===== src/rtl/uart_tx_ext_if.sv =====
// Stream input bundle for uart_tx_ext: one data word plus a valid/ready pair.
// Handshake: a word moves on every rising clk edge where tvalid and tready are both 1;
// the source holds tdata/tvalid stable until that edge, and tready never depends on tvalid.
interface uart_tx_ext_if #(
  parameter int DATA_WIDTH = 8
);
  logic [DATA_WIDTH-1:0] tdata;
  logic                  tvalid;
  logic                  tready;

  modport master (output tdata, output tvalid, input tready);
  modport slave  (input tdata, input tvalid, output tready);
endinterface


===== src/rtl/uart_tx_ext.sv =====
// UART transmitter fed from a stream input through a small FIFO, with selectable
// parity and stop-bit count; queued frames are sent back-to-back with no idle gap.
module uart_tx_ext #(
  parameter int CLK_FREQ    = 50_000_000,
  parameter int BAUD_RATE   = 9600,
  parameter int DATA_WIDTH  = 8,
  parameter int PARITY_MODE = 0,
  parameter int STOP_BITS   = 1,
  parameter int FIFO_DEPTH  = 4,
  localparam int LVL_W      = $clog2(FIFO_DEPTH + 1)
) (
  input  logic             clk,
  input  logic             rst,
  uart_tx_ext_if.slave     s_axis,
  output logic             tx_wire,
  output logic             tx_busy,
  output logic [LVL_W-1:0] fifo_level,
  output logic [2:0]       state_dbg
);
  localparam int BIT_PERIOD = CLK_FREQ / BAUD_RATE;
  localparam int CNT_W      = $clog2(BIT_PERIOD);
  localparam int BIT_W      = $clog2(DATA_WIDTH + 1);
  localparam int PTR_W      = $clog2(FIFO_DEPTH);

  localparam logic [CNT_W-1:0] LAST_BAUD = CNT_W'(BIT_PERIOD - 1);
  localparam logic [BIT_W-1:0] LAST_DATA = BIT_W'(DATA_WIDTH - 1);
  localparam logic [BIT_W-1:0] LAST_STOP = BIT_W'(STOP_BITS - 1);
  localparam logic [LVL_W-1:0] FULL_LVL  = LVL_W'(FIFO_DEPTH);
  localparam logic             ODD_PAR   = (PARITY_MODE == 2);
  localparam logic             HAS_PAR   = (PARITY_MODE != 0);

  localparam logic [2:0] IDLE   = 3'd0;
  localparam logic [2:0] START  = 3'd1;
  localparam logic [2:0] DATA   = 3'd2;
  localparam logic [2:0] PARITY = 3'd3;
  localparam logic [2:0] STOP   = 3'd4;

  logic [2:0]            state;
  logic [CNT_W-1:0]      baud_cnt;
  logic [BIT_W-1:0]      bit_cnt;
  logic [DATA_WIDTH-1:0] shift;
  logic                  par_bit;
  logic                  ready_q;

  logic [DATA_WIDTH-1:0] mem [FIFO_DEPTH];
  logic [PTR_W-1:0]      wr_ptr;
  logic [PTR_W-1:0]      rd_ptr;
  logic [DATA_WIDTH-1:0] head;
  logic                  push;
  logic                  pop;
  logic                  bit_end;
  logic                  last_stop;
  logic [LVL_W-1:0]      level_next;

  assign head       = mem[rd_ptr];
  assign push       = s_axis.tvalid && ready_q;
  assign bit_end    = (baud_cnt == LAST_BAUD);
  assign last_stop  = (state == STOP) && bit_end && (bit_cnt == LAST_STOP);
  // The FSM only takes a word when one is queued, so the FIFO never underflows.
  assign pop        = (fifo_level != '0) && ((state == IDLE) || last_stop);
  assign level_next = fifo_level + LVL_W'(push) - LVL_W'(pop);

  assign s_axis.tready = ready_q;
  assign tx_busy       = (state != IDLE);
  assign state_dbg     = state;

  always_ff @(posedge clk) begin
    if (push) mem[wr_ptr] <= s_axis.tdata;
  end

  always_ff @(posedge clk or posedge rst) begin
    if (rst) begin
      wr_ptr     <= '0;
      rd_ptr     <= '0;
      fifo_level <= '0;
      ready_q    <= 1'b1;
    end else begin
      if (push) wr_ptr <= wr_ptr + 1'b1;
      if (pop)  rd_ptr <= rd_ptr + 1'b1;
      fifo_level <= level_next;
      ready_q    <= (level_next < FULL_LVL);
    end
  end

  always_ff @(posedge clk or posedge rst) begin
    if (rst) begin
      state    <= IDLE;
      baud_cnt <= '0;
      bit_cnt  <= '0;
      shift    <= '0;
      par_bit  <= 1'b0;
      tx_wire  <= 1'b1;
    end else begin
      if (pop) begin
        shift   <= head;
        par_bit <= (^head) ^ ODD_PAR;
      end
      baud_cnt <= (state == IDLE || bit_end) ? '0 : baud_cnt + 1'b1;
      case (state)
        IDLE: begin
          tx_wire <= 1'b1;
          if (pop) begin
            state   <= START;
            tx_wire <= 1'b0;
          end
        end
        START: begin
          if (bit_end) begin
            state   <= DATA;
            bit_cnt <= '0;
            tx_wire <= shift[0];
          end
        end
        DATA: begin
          if (bit_end) begin
            if (bit_cnt == LAST_DATA) begin
              bit_cnt <= '0;
              state   <= HAS_PAR ? PARITY : STOP;
              tx_wire <= HAS_PAR ? par_bit : 1'b1;
            end else begin
              bit_cnt <= bit_cnt + 1'b1;
              shift   <= shift >> 1;
              tx_wire <= shift[1];
            end
          end
        end
        PARITY: begin
          if (bit_end) begin
            state   <= STOP;
            bit_cnt <= '0;
            tx_wire <= 1'b1;
          end
        end
        STOP: begin
          if (bit_end) begin
            if (bit_cnt == LAST_STOP) begin
              bit_cnt <= '0;
              state   <= pop ? START : IDLE;
              tx_wire <= !pop;
            end else begin
              bit_cnt <= bit_cnt + 1'b1;
            end
          end
        end
        default: begin
          state   <= IDLE;
          tx_wire <= 1'b1;
        end
      endcase
    end
  end
endmodule


===== src/flat_wrapper.sv =====
// flat-port wrapper written by rule: the top's interface ports become plain ports
module uart_tx_ext_flat 
#(
  parameter int CLK_FREQ    = 50_000_000,
  parameter int BAUD_RATE   = 9600,
  parameter int DATA_WIDTH  = 8,
  parameter int PARITY_MODE = 0,
  parameter int STOP_BITS   = 1,
  parameter int FIFO_DEPTH  = 4,
  localparam int LVL_W      = $clog2(FIFO_DEPTH + 1)
)
  (clk, rst, tx_wire, tx_busy, fifo_level, state_dbg, s_axis_tdata, s_axis_tvalid, s_axis_tready);
  uart_tx_ext_if #(.DATA_WIDTH(DATA_WIDTH)) s_axis_i ();
  input  logic clk;
  input  logic rst;
  output logic tx_wire;
  output logic tx_busy;
  output logic [LVL_W-1:0] fifo_level;
  output logic [2:0] state_dbg;
  input wire logic [$bits(s_axis_i.tdata)-1:0] s_axis_tdata;
  input wire logic [$bits(s_axis_i.tvalid)-1:0] s_axis_tvalid;
  output wire logic [$bits(s_axis_i.tready)-1:0] s_axis_tready;
  assign s_axis_i.tdata = s_axis_tdata;
  assign s_axis_i.tvalid = s_axis_tvalid;
  assign s_axis_tready = s_axis_i.tready;
  uart_tx_ext #(.CLK_FREQ(CLK_FREQ), .BAUD_RATE(BAUD_RATE), .DATA_WIDTH(DATA_WIDTH), .PARITY_MODE(PARITY_MODE), .STOP_BITS(STOP_BITS), .FIFO_DEPTH(FIFO_DEPTH)) u_core (.clk(clk), .rst(rst), .s_axis(s_axis_i), .tx_wire(tx_wire), .tx_busy(tx_busy), .fifo_level(fifo_level), .state_dbg(state_dbg));
endmodule

===== config.mk =====
export PLATFORM = sky130hd
export DESIGN_NAME = uart_tx_ext_flat
export DESIGN_NICKNAME = d
export VERILOG_FILES = /design/src/rtl/uart_tx_ext_if.sv /design/src/rtl/uart_tx_ext.sv /design/src/flat_wrapper.sv
export SDC_FILE = /design/constraint.sdc
export NUM_CORES = 1
export LEC_CHECK = 0
export ABC_AREA = 1
export CORE_UTILIZATION = 29
export DETAILED_ROUTE_END_ITERATION = 16
export SLEW_MARGIN = 20
export SYNTH_ARGS = -nofsm -noshare
export SYNTH_HDL_FRONTEND = slang
export SYNTH_SLANG_ARGS = --single-unit

===== constraint.sdc =====
create_clock -name clk -period 2.7 [get_ports clk]
set_input_delay 0.54 -clock clk [delete_from_list [all_inputs] [get_ports clk]]
set_output_delay 0.54 -clock clk [all_outputs]
set_load 0.005 [all_outputs]

* Word level (Yosys, flattened, before mapping) *
Memory sizes are Yosys's and may differ from the RTL's.
Cells that the tools add are included.

storage, ports and cells
  flip-flop bits (word level) = 37
  bits in writable memories = 32
  input bits = 11
  output and inout bits = 9
  logic and storage cells = 77
  memories kept = 1

memories
  name        words  bits a word  rd ports  clocked after memory_dff  wr ports  line               text
  u_core.mem  4      8            1         0                         1         uart_tx_ext.sv:45  logic [DATA_WIDTH-1:0] mem [FIFO_DEPTH];

cells by class
  add/sub/neg operators = 6
  magnitude comparators = 1
  equality and inequality tests = 14
  muxes and demuxes = 30
  reductions and logical operators = 16

operator list
  cell                                                   number
  two-way mux 8 bit                                      4
  two-way mux 3 bit                                      7
  two-way mux 4 bit                                      5
  case mux 3 bit (5 select lines)                        1
  inequality test 2 x 1 -> 1 bit, second input constant  7
  adder 13 x 1 -> 13 bit, second input constant          1
  == test 13 bit, second input constant                  1
  two-way mux 13 bit                                     1
  case mux 4 bit (3 select lines)                        1
  two-way mux 1 bit                                      10
  nonzero test 3 bit                                     3
  AND reduction 7 bit                                    1
  == test 3 x 2 -> 1 bit, second input constant          2
  case mux 1 bit (5 select lines)                        1
  AND reduction 5 bit                                    1
  adder 2 x 1 -> 2 bit, second input constant            2
  adder 4 x 1 -> 4 bit, second input constant            1
  == test 4 x 3 -> 1 bit, second input constant          1
  logical AND 1 bit                                      4
  zero test 4 bit                                        1
  AND reduction 4 bit                                    1
  adder 3 x 1 -> 3 bit                                   1
  == test 3 x 1 -> 1 bit, second input constant          1
  == test 3 bit, second input constant                   1
  other kinds (7)                                        8

* Longest topological paths before layout *
Gate-level depths: netlist of the first run.

  depth in word-level cells = 9
  depth in mapped cells = 15
  mapped depth without buffers = 15

* Least setup slack after synthesis of the first run *
OpenSTA, ideal clock, no wires.

  path kind = reg-to-reg
  from = reg u_core.bit_cnt[0]
  to = reg u_core.ready_q (netlist: u_core.s_axis.tready)
  library setup time = 0.079 ns
  arrival = 2.237 ns
  data required time = 2.621 ns
  setup slack = 0.384 ns
  stages on the path, launching flop included = 16
  buffers on the path = 0
  period minus slack after synthesis = 2.316 ns
  cell sequence = dfrtp_1 inv_1 ha_1 nand2_1 nor2_4 nand2_4 a21oi_4 nand2_4 inv_1 ha_1 inv_1 ha_1 inv_1 fa_1 xor2_1 inv_1

between the ends
  longest elaborated chain between the ends = 6

ends and longest elaborated chain
  what                        line                text
  start, declared             uart_tx_ext.sv:40   logic [BIT_W-1:0] bit_cnt;
  start signal, assigned      uart_tx_ext.sv:121  bit_cnt <= bit_cnt + 1'b1;
  start signal, assigned      uart_tx_ext.sv:141  bit_cnt <= bit_cnt + 1'b1;
  zero test 4 bit             uart_tx_ext.sv:58   assign last_stop = (state == STOP) && bit_end && (bit_cnt == LAST_STOP);
  logical AND 1 bit           uart_tx_ext.sv:58
  logical OR 1 bit            uart_tx_ext.sv:60   assign pop = (fifo_level != '0) && ((state == IDLE) || last_stop);
  logical AND 1 bit           uart_tx_ext.sv:60
  subtractor 3 x 1 -> 3 bit   uart_tx_ext.sv:61   assign level_next = fifo_level + LVL_W'(push) - LVL_W'(pop);
  via u_core.level_next[2]    uart_tx_ext.sv:53   logic [LVL_W-1:0] level_next;
  less-than comparator 3 bit  uart_tx_ext.sv:81   ready_q <= (level_next < FULL_LVL);
  end signal, assigned        uart_tx_ext.sv:81
  end, declared               uart_tx_ext.sv:43   logic ready_q;

The timed path passes the listed nets, and every way through them passes these cells.
A chain may end at the register's enable or synchronous reset.

* Worst setup path after layout of the first run *
Ends and elaborated chain as after synthesis.

==> out/results.tsv, run 1 <==
metric	value	unit
status	completed	
DR pass1 iterations	4	
Via density	4.40	
Worst EP arrival	2.69	ns
Post-synth ARST share	53.6	%
CTS resizes	0	
Sequential cell area	1890	µm²
die area	11800	µm²
largest area contributor in the netlist	edfxtp_1	
period utilisation layout	90.4	%
worst hold path class	flop to flop	
Crit Path Category	flop to flop	
CP bufs+invs	5	
vias in the first global route	2390	
Synthesis Warnings	0	
maxcap violations	0	
clk root buf	clkbuf_16	
CTS Buf Count	9	
largest net degree at the start of global routing	38	
TritonCTS clock tree	built	
num rows	38	
post-DP HPWL	4.24	mm
cell area after placement	3680	µm²
final worst slack	0.259	ns
WP data required	2.95	ns
Seq cells post-synth	69	
Post-synth top cells	nand2_1 (65), nor2_1 (59), inv_1 (45)	
drt total wl	6.16	mm
most frequent CP cell	inv_1	
Layout Nets	410	
Finish-stage setup viols	0	
initial antenna violation count	0	
Remaining Overflow, GRT	0	
Layout fillers	1101	
crit-path cells	inv_1 > ha_1 > nand2_1 > nor2_4 > nand2_4 > a21oi_4 > nand2_4 > inv_1 > ha_1 > inv_1 > ha_1 > inv_1 > fa_1 > xor2_1 > inv_1	
DRC Markers	0	
Multi-input gate area	1160	µm²
die height	109	µm
layout cell share with drive strength beyond 1	11.9	%
I/O pin total	20	
Synth top area share	29.2	%
Post CTS Setup Buffer Count	0	
kind of start point of the critical path	flop	
top-count cell post-synth	nand2_1	
# port buffers	19	
Hold Vio Cnt, Final	0	
Top FF cell, synth	dfrtp_1	
# H-tree levels	3	
Synth Cell Area	3290	µm²
CP max stage cell	dfrtp_1	
Post-Place Setup Slack	0.209	ns
pwr/cell area	1070	nW/µm²
Slew Limit Fails	0	
drt first-iter violations	106	
largest delay contributor family on the critical path	adder cells	
RSZ-0062 raised after global routing	false	
GPL Wtd Cong	0.775	
crit path max fanout	4	
count of cell types in the netlist	33	
Slew HR	68.3	%
Slowest Stage Delay on Critical Path	0.39	ns
routed len/inst	11.5	µm
antenna-violating nets left	0	
Synth Area per Inst	9.29	µm²
Max VDD drop	0.000435	V
CTS Buffer Depth	2	
Peak Freq	410	MHz
Core ar.	10900	µm²
Leakage	1.78	nW
Worst-Margin Slew	0.475	ns
Area contributors post-synth	edfxtp_1 (29%), dfrtp_1 (27%), nand2_1 (7.4%)	
P&R area growth vs syn	22.9	%
hold_buf cts	0	
sequential area share after synthesis	57.4	%
setup_tns	0	ns
first-pass GRT wire length	10.9	mm
Reg clk slew, reported paths	0.06	ns
Setup crit end kind	flop	
Design Area, Final	4040	µm²
Syn Inst Count	354	
DR vias	2349	
clk_skew	0.00786	ns
Clock Latency Late Sink	0.32	ns
total clock sinks	69	
Die Width	109	µm
Post-synth EDFFs	32	
Antenna diodes	0	
fin crit period	2.44	ns
Total Routing Usage GR	12.0	%
Starting Density	30.1	%
Synthesized Nets	375	
==> final cells by class <==
class	count	share of cell area (%)
Clock buffer	10	5.91
Clock inverter	6	2.72
Inverter	52	4.83
Multi-Input combinational cell	227	28.7
Sequential cell	69	46.7
Tap cell	140	4.33
Timing Repair Buffer	30	6.75
==> cell usage in the layout, fill, tap and decap left out, types with 3 or more instances in the layout <==
cell | netlist | final
a21oi_1 | 7 | 7
nor2_1 | 59 | 59
dfrtp_1 | 35 | 35
clkinv_1 | 2 | 3
nand2_2 | 3 | 3
nor2_2 | 4 | 4
nand3_1 | 24 | 24
clkbuf_16 | 0 | 9
o21ai_0 | 24 | 24
edfxtp_1 | 32 | 32
nand4_1 | 3 | 3
inv_2 | 5 | 5
nor3_1 | 7 | 7
inv_1 | 45 | 45
clkdlybuf4s50_1 | 0 | 19
nand2_1 | 65 | 65
ha_1 | 9 | 9
bufinv_16 | 0 | 3
xor2_1 | 5 | 5
buf_4 | 0 | 11
==> cells by family after synthesis <==
family	count (synthesis)	share of synthesized area, %
AND/OR/NAND/NOR	172	23.1
adder cells (fa/ha/maj)	10	4.03
flip-flops	69	57.4
buffers and inverters	58	7.23
XOR/XNOR	5	1.33
AO/OA/AOI/OAI	40	6.85
==> state kept, by name, indices dropped and copies added, names as in the netlist, 2 cells and up <==
signal,flops
u_core.baud_cnt,13
u_core.bit_cnt,4
u_core.fifo_level,3
u_core.mem,32
u_core.rd_ptr,2
u_core.shift,8
u_core.state_dbg,3
u_core.wr_ptr,2
==> routing by layer <==
metal,wire (µm),vias to the layer above,track usage (%),share of wire [%]
li1,-,1212,-,-
met3,202,8,3.74,3.3
met5,0,-,0,0
met1,2760,1097,13.9,45
met2,3140,32,20.9,51
met4,64,0,4.05,1.0
==> power by group <==
part	total (mW)	internal [mW]	leakage [nW]	switching (mW)
registers	1.53	1.37	0.756	0.158
clock network	1.35	0.925	0.166	0.426
logic	1.46	0.598	0.859	0.866
==> path summary, 6_finish.rpt <==
path / slack (ns) / endpoint / start / cells past startpoint
hold / removal: 0.46 / u_core.baud_cnt[0] / u_core.baud_cnt[0] / 1
max in group asynchronous: 1.71 / u_core.tx_wire / rst / 3
setup reg to reg: 0.26 / u_core.s_axis.tready / u_core.bit_cnt[0] / 15
setup / recovery: 0.26 / u_core.s_axis.tready / u_core.bit_cnt[0] / 15
min in group asynchronous: 0.64 / u_core.baud_cnt[6] / rst / 3
hold reg to reg: 0.46 / u_core.baud_cnt[0] / u_core.baud_cnt[0] / 1
==> stage by stage <==
stage	cells	power, mW	utilization (%)	hold WS, ns
5_1_grt	534	4.69	37.0	0.493
2_1_floorplan	354	2.55	-	0.430
3_3_place_gp	516	2.97	33.6	0.443
4_1_cts	532	4.38	36.8	0.462
6_report	534	4.34	37.0	0.460
3_5_place_dp	516	3.01	33.6	0.450
No activity file was read; power rests on OpenSTA's default activity.
==> inputs of run 2 (changes only) <==
SKIP_LAST_GASP = 1   (was unset)
clock period = 2.8 ns   (was 2.7 ns; I/O delays follow)
==> run 2 against run 1 <==
Effect of this change: clock-buffer cell count decreased by 1; core utilization decreased by 0.45 points; clock skew decreased by 0.0035 ns; register-to-register slack improved by 0.05 ns; global-route usage decreased by 0.26 points; sequential power decreased by 4%; largest power group unchanged; combinational power decreased by 5%; fmax decreased by 2.2%; via count decreased by 1.4%; flip-flop and latch count unchanged; critical path depth unchanged.
==> out/results.tsv, run 2 (synthesis results as in run 1) <==
metric	value	unit
GR peak layer	met2	
Crit Path Category	flop to flop	
hold slack final	0.460	ns
TritonCTS clock tree	built	
GR met1 Demand/Resource	12.6	%
# H-tree levels	3	
WP data required	3.06	ns
total clock sinks	69	
DR vias	2316	
met3 usage	3.74	%
Worst-Margin Slew	0.477	ns
clk_skew	0.00437	ns
most common cell after layout, fill and taps aside	nand2_1	
Peak Freq	401	MHz
Finish-stage setup viols	0	
Top reg by flops	u_core.mem	
layout cell share with drive strength beyond 1	11.5	%
DRC Markers	0	
RSZ-0062 raised after global routing	false	
clk root buf	clkbuf_16	
# port buffers	19	
share of power burned in registers	36.4	%
Final Power	4.04	mW
maxcap violations	0	
reg2reg setup slack	0.31	ns
num rows	38	
worst hold path class	flop to flop	
kind of start point of the critical path	flop	
Antenna diodes	0	
Remaining Overflow, GRT	0	
CTS Buffer Depth	2	
Sequential cell area	1890	µm²
CP bufs+invs	5	
Die Width	109	µm
met2 Track Usage GR	21.3	%
status	completed	
drt first-iter violations	91	
Core ar.	10900	µm²
setup_tns	0	ns
first-pass GRT wire length	10.5	mm
Max VDD drop	0.000470	V
Leakage	1.76	nW
CP max stage cell	dfrtp_1	
Layout Nets	408	
Multi-input gate area	1160	µm²
Post CTS Setup Buffer Count	0	
Reg clk slew, reported paths	0.05	ns
CTS resizes	0	
R2R cell count	15	
fin crit period	2.49	ns
crit path max fanout	8	
Largest regs	u_core.mem (32), u_core.baud_cnt (13), u_core.shift (8)	
Starting Density	30.1	%
post-DP HPWL	4.22	mm
period utilisation layout	89.1	%
die area	11800	µm²
CTS Buf Count	9	
reg2reg start	u_core.bit_cnt[0]	
largest delay contributor family on the critical path	adder cells	
R2R Path End	u_core.s_axis.tready	
combinational share of power	34.3	%
I/O pin total	20	
Slew HR	68.2	%
Worst EP arrival	2.75	ns
drt total wl	6.12	mm
Slowest Stage Delay on Critical Path	0.39	ns
die height	109	µm
final worst slack	0.305	ns
Clock Latency Late Sink	0.33	ns
Total Routing Usage GR	11.7	%
antenna-violating nets left	0	
GPL Wtd Cong	0.775	
Layout fillers	1105	
end of the critical path	u_core.s_axis.tready	
Switching Power	1.40	mW
P&R area growth vs syn	21.5	%
most frequent CP cell	inv_1	
vias in the first global route	2317	
pwr/cell area	1010	nW/µm²
Hold Vio Cnt, Final	0	
Sw Ratio	34.6	%
Slew Limit Fails	0	
Setup crit end kind	flop	
hold_buf cts	0	
routed len/inst	11.5	µm
crit-path cells	inv_1 > ha_1 > nand2_1 > nor2_4 > nand2_4 > a21oi_4 > nand2_4 > inv_1 > ha_1 > inv_1 > ha_1 > inv_1 > fa_1 > xor2_1 > inv_1	
largest net degree at the start of global routing	38	
initial antenna violation count	0	
Worst Setup SP	u_core.bit_cnt[0]	
Post-Place Setup Slack	0.297	ns
Via density	4.35	
clock share of power	29.3	%
DR pass1 iterations	4	
most frequent cells in the layout	nand2_1 (65), nor2_1 (59), inv_1 (45)	
max reg flops	32	
Crit. path cell count	15	
internal power	2.64	mW
-- run 2: cell types whose count changed in the layout (fill, tap and decap cells not counted) --
| cell | before | now |
|---|---|---|
| clkbuf_8 | 1 | 0 |
| buf_4 | 11 | 9 |
| bufinv_16 | 3 | 2 |
| clkinv_2 | 0 | 2 |
-- run 2: per-stage QoR --
stage	instances	utilization, %	instance area, µm²
after global placement	516	33.6	3680
after floorplan	354	-	3290
after global routing	532	36.5	4000
after CTS	532	36.5	4000
after detailed placement	516	33.6	3680
final	532	36.5	4000
-- run 2: worst min path at each step --
stage                       start                 end  slack (ns)  depth (start not counted)
6_report       u_core.baud_cnt[0]  u_core.baud_cnt[0]        0.46                          1
5_1_grt        u_core.baud_cnt[0]  u_core.baud_cnt[0]        0.48                          1
2_1_floorplan  u_core.baud_cnt[0]  u_core.baud_cnt[0]        0.43                          1
3_5_place_dp   u_core.baud_cnt[0]  u_core.baud_cnt[0]        0.45                          1
3_3_place_gp   u_core.baud_cnt[0]  u_core.baud_cnt[0]        0.44                          1
4_1_cts        u_core.baud_cnt[0]  u_core.baud_cnt[0]        0.46                          1
-- run 2: power groups by stage --
stage,clock network [mW],logic [mW],registers [mW]
final,1.19,1.39,1.47
after floorplan,0,1.02,1.44
after global placement,0,1.38,1.48
after CTS,1.22,1.42,1.47
after detailed placement,0,1.40,1.49
after global routing,1.25,1.61,1.50
-- run 2: cell type report --
| type | instances | area share, % |
|---|---|---|
| flip-flops and latches | 69 | 47.3 |
| clock buffers | 9 | 5.64 |
| well taps | 140 | 4.38 |
| repair buffers | 28 | 6.45 |
| clock inverters | 7 | 2.25 |
| multi-input cells | 227 | 29.1 |
| inverters | 52 | 4.89 |
-- run 2: per-layer routing --
layer / share of wire (%) / vias up
met3: 3.1 / 11
met2: 52 / 23
met4: 1.8 / 0
met1: 43 / 1076
li1: - / 1206
met5: 0 / -
==> inputs of run 3 (changes only) <==
--- a/constraint.sdc
+++ b/constraint.sdc
@@ -3,2 +3,2 @@
 set_output_delay 0.56 -clock clk [all_outputs]
-set_load 0.005 [all_outputs]
+set_load 0.02 [all_outputs]
==> results of run 3 <==
The final DEF is identical to that of run 2. Status: completed.
Main changes from that run: total power 4.04 mW -> 4.11 mW
